--- config.mk ---
export PLATFORM = sky130hd
export DESIGN_NAME = pipe_hazard_ctrl
export DESIGN_NICKNAME = d
export VERILOG_FILES = /design/src/rtl/pipe_hazard_ctrl.sv
export SDC_FILE = /design/constraint.sdc
export NUM_CORES = 1
export LEC_CHECK = 0
export CAP_MARGIN = 10
export CORE_MARGIN = 8
export CORE_UTILIZATION = 40
export CTS_BUF_LIST = sky130_fd_sc_hd__clkbuf_8 sky130_fd_sc_hd__clkbuf_16
export CTS_CLUSTER_DIAMETER = 100
export DETAILED_ROUTE_END_ITERATION = 7
export GPL_TIMING_DRIVEN = 0
export PLACE_DENSITY_LB_ADDON = 0.05
export SLEW_MARGIN = 30
export SYNTH_ARGS = -nofsm -noshare
export SYNTH_HDL_FRONTEND = slang
export SYNTH_SLANG_ARGS = --single-unit
--- constraint.sdc ---
create_clock -name clk -period 1.75 [get_ports clk]
set_input_delay 0.35 -clock clk [delete_from_list [all_inputs] [get_ports clk]]
set_output_delay 0.35 -clock clk [all_outputs]
set_load 0.02 [all_outputs]
--- src/rtl/pipe_hazard_ctrl.sv ---
// Hazard/stall sequencer for the 5-stage pipeline: load-use bubbles, branch squash,
// multi-cycle multiply occupancy of EX and data-memory freeze. Option: HAZ_R0_EXEMPT_EN.
module pipe_hazard_ctrl #(
    parameter int MUL_CYCLES = 4,
    parameter int RW         = 4
) (
    input  logic          clk,
    input  logic          rst_n,
    input  logic [RW-1:0] id_rs,
    input  logic [RW-1:0] id_rt,
    input  logic          id_use_rs,
    input  logic          id_use_rt,
    input  logic          id_mul,
    input  logic [RW-1:0] ex_rd,
    input  logic          ex_load,
    input  logic          ex_branch_taken,
    input  logic          mem_busy,
    output logic          pc_we,
    output logic          ifid_we,
    output logic          ifid_flush,
    output logic          idex_bubble,
    output logic          ex_hold,
    output logic          mem_hold,
    output logic          mul_start,
    output logic [1:0]    state
);

    typedef enum logic [1:0] {
        S_RUN     = 2'd0,
        S_MULBUSY = 2'd1,
        S_MEMWAIT = 2'd2
    } state_e;

    localparam logic [3:0] MCNT_INIT = (MUL_CYCLES > 1) ? 4'(MUL_CYCLES - 2) : 4'd0;
    localparam bit         MUL_MULTI = (MUL_CYCLES > 1);

    state_e     state_q, state_d;
    logic [3:0] mcnt_q, mcnt_d;
    logic       ret_mul_q, ret_mul_d;

    logic lu_raw, lu;
    logic do_run, do_mul;

    assign lu_raw = ex_load & ((id_use_rs & (id_rs == ex_rd)) |
                               (id_use_rt & (id_rt == ex_rd)));
`ifdef HAZ_R0_EXEMPT_EN
    assign lu = lu_raw & (ex_rd != '0);
`else
    assign lu = lu_raw;
`endif

    always_comb begin
        pc_we       = 1'b1;
        ifid_we     = 1'b1;
        ifid_flush  = 1'b0;
        idex_bubble = 1'b0;
        ex_hold     = 1'b0;
        mem_hold    = 1'b0;
        mul_start   = 1'b0;
        state_d     = state_q;
        mcnt_d      = mcnt_q;
        ret_mul_d   = ret_mul_q;
        do_run      = 1'b0;
        do_mul      = 1'b0;

        case (state_q)
            S_RUN:     do_run = 1'b1;
            S_MULBUSY: do_mul = 1'b1;
            S_MEMWAIT: begin
                if (mem_busy) begin
                    pc_we    = 1'b0;
                    ifid_we  = 1'b0;
                    ex_hold  = 1'b1;
                    mem_hold = 1'b1;
                end else begin
                    // memory released: behave exactly as the state we froze out of
                    do_run = ~ret_mul_q;
                    do_mul = ret_mul_q;
                end
            end
            default:   state_d = S_RUN;
        endcase

        if (do_run) begin
            state_d = S_RUN;
            if (mem_busy) begin
                pc_we     = 1'b0;
                ifid_we   = 1'b0;
                ex_hold   = 1'b1;
                mem_hold  = 1'b1;
                state_d   = S_MEMWAIT;
                ret_mul_d = 1'b0;
            end else if (ex_branch_taken) begin
                ifid_flush  = 1'b1;
                idex_bubble = 1'b1;
            end else if (lu) begin
                pc_we       = 1'b0;
                ifid_we     = 1'b0;
                idex_bubble = 1'b1;
            end else if (id_mul) begin
                mul_start = 1'b1;
                if (MUL_MULTI) begin
                    state_d = S_MULBUSY;
                    mcnt_d  = MCNT_INIT;
                end
            end
        end

        if (do_mul) begin
            pc_we   = 1'b0;
            ifid_we = 1'b0;
            ex_hold = 1'b1;
            if (mem_busy) begin
                mem_hold  = 1'b1;
                state_d   = S_MEMWAIT;
                ret_mul_d = 1'b1;
            end else if (mcnt_q == 4'd0) begin
                state_d = S_RUN;
            end else begin
                state_d = S_MULBUSY;
                mcnt_d  = mcnt_q - 4'd1;
            end
        end
    end

    always_ff @(posedge clk or negedge rst_n) begin
        if (!rst_n) begin
            state_q   <= S_RUN;
            mcnt_q    <= 4'd0;
            ret_mul_q <= 1'b0;
        end else begin
            state_q   <= state_d;
            mcnt_q    <= mcnt_d;
            ret_mul_q <= ret_mul_d;
        end
    end

    assign state = state_q;

endmodule

==> run_results.csv <==
group,metric,value,unit
detailed_routing,drtAntennaViolNets,0,
place,io_buffer_count,28,
yosys,yosysTopAreaCellShare,27.8,%
place,finalWeightedCongestion,0.744,
status,run_status,"finished, violations left",
clocking,cts_buffers,3,
detailed_routing,num_vias,720,
place,dp_hpwl,1410,um
power,powerDensity,1430,nW/um^2
clocking,clockBufferDepth,2,
floorplan,ioPinCount,29,
layout,multiInputGateArea,536,um^2
floorplan,rows,14,
floorplan,die_area,3100,um^2
yosys,ys_seq_area_share,27.8,%
yosys,synth_cell_types,29,
status,violations,"setup timing",
yosys,yosysMostFrequentCell,"inv_1",
clocking,clk_pin_slew_worst_paths,40,ps
yosys,synth_edf_count,0,
detailed_routing,wl_per_cell,16.1,um
clocking,clk_latency,230,ps
detailed_routing,firstDrtPassIters,4,
yosys,async_flop_share,100,%
yosys,netlist_instances,76,
yosys,yosysWarnings,0,
clocking,cts-htree-levels,1,
global_routing,grt_pass1_vias,744,
sta,setup_viol,7,
floorplan,die_h,55.7,um
place,placed_cells,120,
sta,hold_violations,0,
critical_path,r2r-start,"state[0]$_DFFE_PN0P_",
critical_path,crit_arrival,1630,ps
yosys,synthFlopType,"dfrtp_1",
clocking,cts_root_buf,"clkbuf_8",
sta,fin_worst_skew,4.89,ps
global_routing,overflow,0,
power,irDropWorstVdd,1.20,mV
yosys,syn_nets,100,
layout,final-instance-count-excl-fill,140,
yosys,syn_area,631,um^2
critical_path,rr_endpoint,"state[0]$_DFFE_PN0P_",
yosys,netlist_top_cells_area,"dfrtp_1 28%, xnor2_1 11%, ha_1 7.9%, inv_1 5.4%, nor2_1 4.2%",
detailed_routing,drt_wl_total,2250,um
layout,insertedDiodeCount,0,
yosys,ys_seq_elements,7,
critical_path,worstPathMaxFanout,3,
global_routing,grt_usage,12.6,%
yosys,syn_area_per_cell,8.30,um^2
sta,finalCritPeriodShare,113,%
critical_path,crit_type,"in2out",
layout,drive_above_1_share,49.2,%
global_routing,met3_usage,5.71,%
clocking,cts.sinks,7,
critical_path,critPathRequiredTime,1400,ps
layout,final_nets,149,
floorplan,fp.dieW,55.7,um
layout,fill_cells,94,
global_routing,use_met2,22.1,%
run,max-cap-violations,0,
detailed_routing,vias_per_cell,5.14,
global_routing,grt_max_degree,11,
clocking,ctsHoldBuffers,0,
critical_path,critPathLaunchType,"input port",
detailed_routing,detail_route.iter0.violations,7,
global_routing,grt_pass1_wl,3250,um
floorplan,fp.coreArea,1490,um^2
sta,slew_headroom,79.8,%
layout,area_delta_synth_final,97.0,%
worst_hold_path,hold_class,"in2async",
sta,slew_viol_final,0,
yosys,synth_top_cell_by_area,"dfrtp_1",
global_routing,grtUsageMet1,13.4,%
layout,final_util,83.4,%
sta,whs,373,ps
critical_path,rr_worst_depth,8,
sta,fmax,505,MHz
critical_path,worst-r2r-setup-slack,60,ps
sta,period_needed,1980,ps
clocking,cts_tree,"yes",
sta,tightestPinTransition,299,ps
sta,rsz0062_at_grt,"true",
global_routing,antenna_found_initial,0,
detailed_routing,drc,0,
power,p_leak,0.559,nW
yosys,synth_commonest_cells,"9 x inv_1, 8 x xnor2_1, 7 x dfrtp_1, 7 x nor2_1, 6 x nand2_1",
floorplan,start_util,42.4,%
global_routing,grt-busiest-layer,"met2",
sta,worst_slack,-230,ps
layout,seq_area,176,um^2
critical_path,end_kind,"output port",
report_power, final:
| group | internal (mW) | switching, mW |
|---|---|---|
| combinational | 0.659 | 0.599 |
| sequential | 0.230 | 0.0688 |
| clock | 0.154 | 0.0702 |
worst max-delay path by stage:
stage,startpoint,endpoint,slack [ps],cells past startpoint
after floorplan,state[0]$_DFFE_PN0P_,pc_we,-150,8
after global placement,mem_busy,pc_we,-1070,8
after detailed placement,mem_busy,pc_we,-1090,8
after CTS,state[0]$_DFFE_PN0P_,pc_we,-210,9
after global routing,id_rt[3],pc_we,-300,8
final,id_rt[3],pc_we,-230,8
repair_timing:
item,4_1_cts,5_1_grt
gates resized for setup,90,18
buffers inserted,8,9
pin swaps,20,13
endpoints found under the setup margin,12,10
metrics by stage:
step	setup slack (ps)	power, mW	area, um^2	setup TNS [ps]
6_report	-230	1.78	1240	-1160
4_1_cts	-214	1.56	1130	-845
5_1_grt	-304	1.88	1240	-1520
3_3_place_gp	-1070	1.08	951	-7050
2_1_floorplan	-151	0.808	651	-344
3_5_place_dp	-1090	1.09	951	-7600
per-layer routing:
metal	wire [um]	up-vias
met5	0	-
met2	1140	22
met4	22	0
li1	-	363
met3	142	2
met1	951	333
kinds of logic after synthesis:
group,share of synthesized area [%]
AND/OR/NAND/NOR,22.2
AO/OA/AOI/OAI,22.0
buffers and inverters,8.93
XOR/XNOR,11.1
flip-flops,27.8
adder cells (fa/ha/maj),7.94
cell usage in the layout (no fill, tap or decap), types with 3 or more instances in the layout:
master and instances:
xnor2_1 4, dlygate4sd2_1 6, ha_4 3, clkdlybuf4s15_1 5
nor2_4 3, xnor2_2 4, nor2_1 3, inv_1 7
nand3_1 5, clkdlybuf4s15_2 3, nand2_1 5, dfrtp_1 6
clkdlybuf4s50_1 4, buf_4 18, buf_6 6, clkbuf_8 4
cell type report:
type | instances | area share, %
clock inverters | 1 | 0.403
multi-input cells | 57 | 43.1
inverters | 9 | 2.92
repair buffers | 45 | 32.4
flip-flops and latches | 7 | 14.2
plain buffers | 2 | 2.01
well taps | 16 | 1.61
clock buffers | 3 | 3.32
worst max-delay path, stage by stage:
cell and delay (ps):
clkdlybuf4s15_1 210, xnor2_2 150, nand3_1 100, o22a_2 300, nor3_4 220, nor2_4 70
buf_6 110, buf_6 120
(Power assumes the default switching activity.)
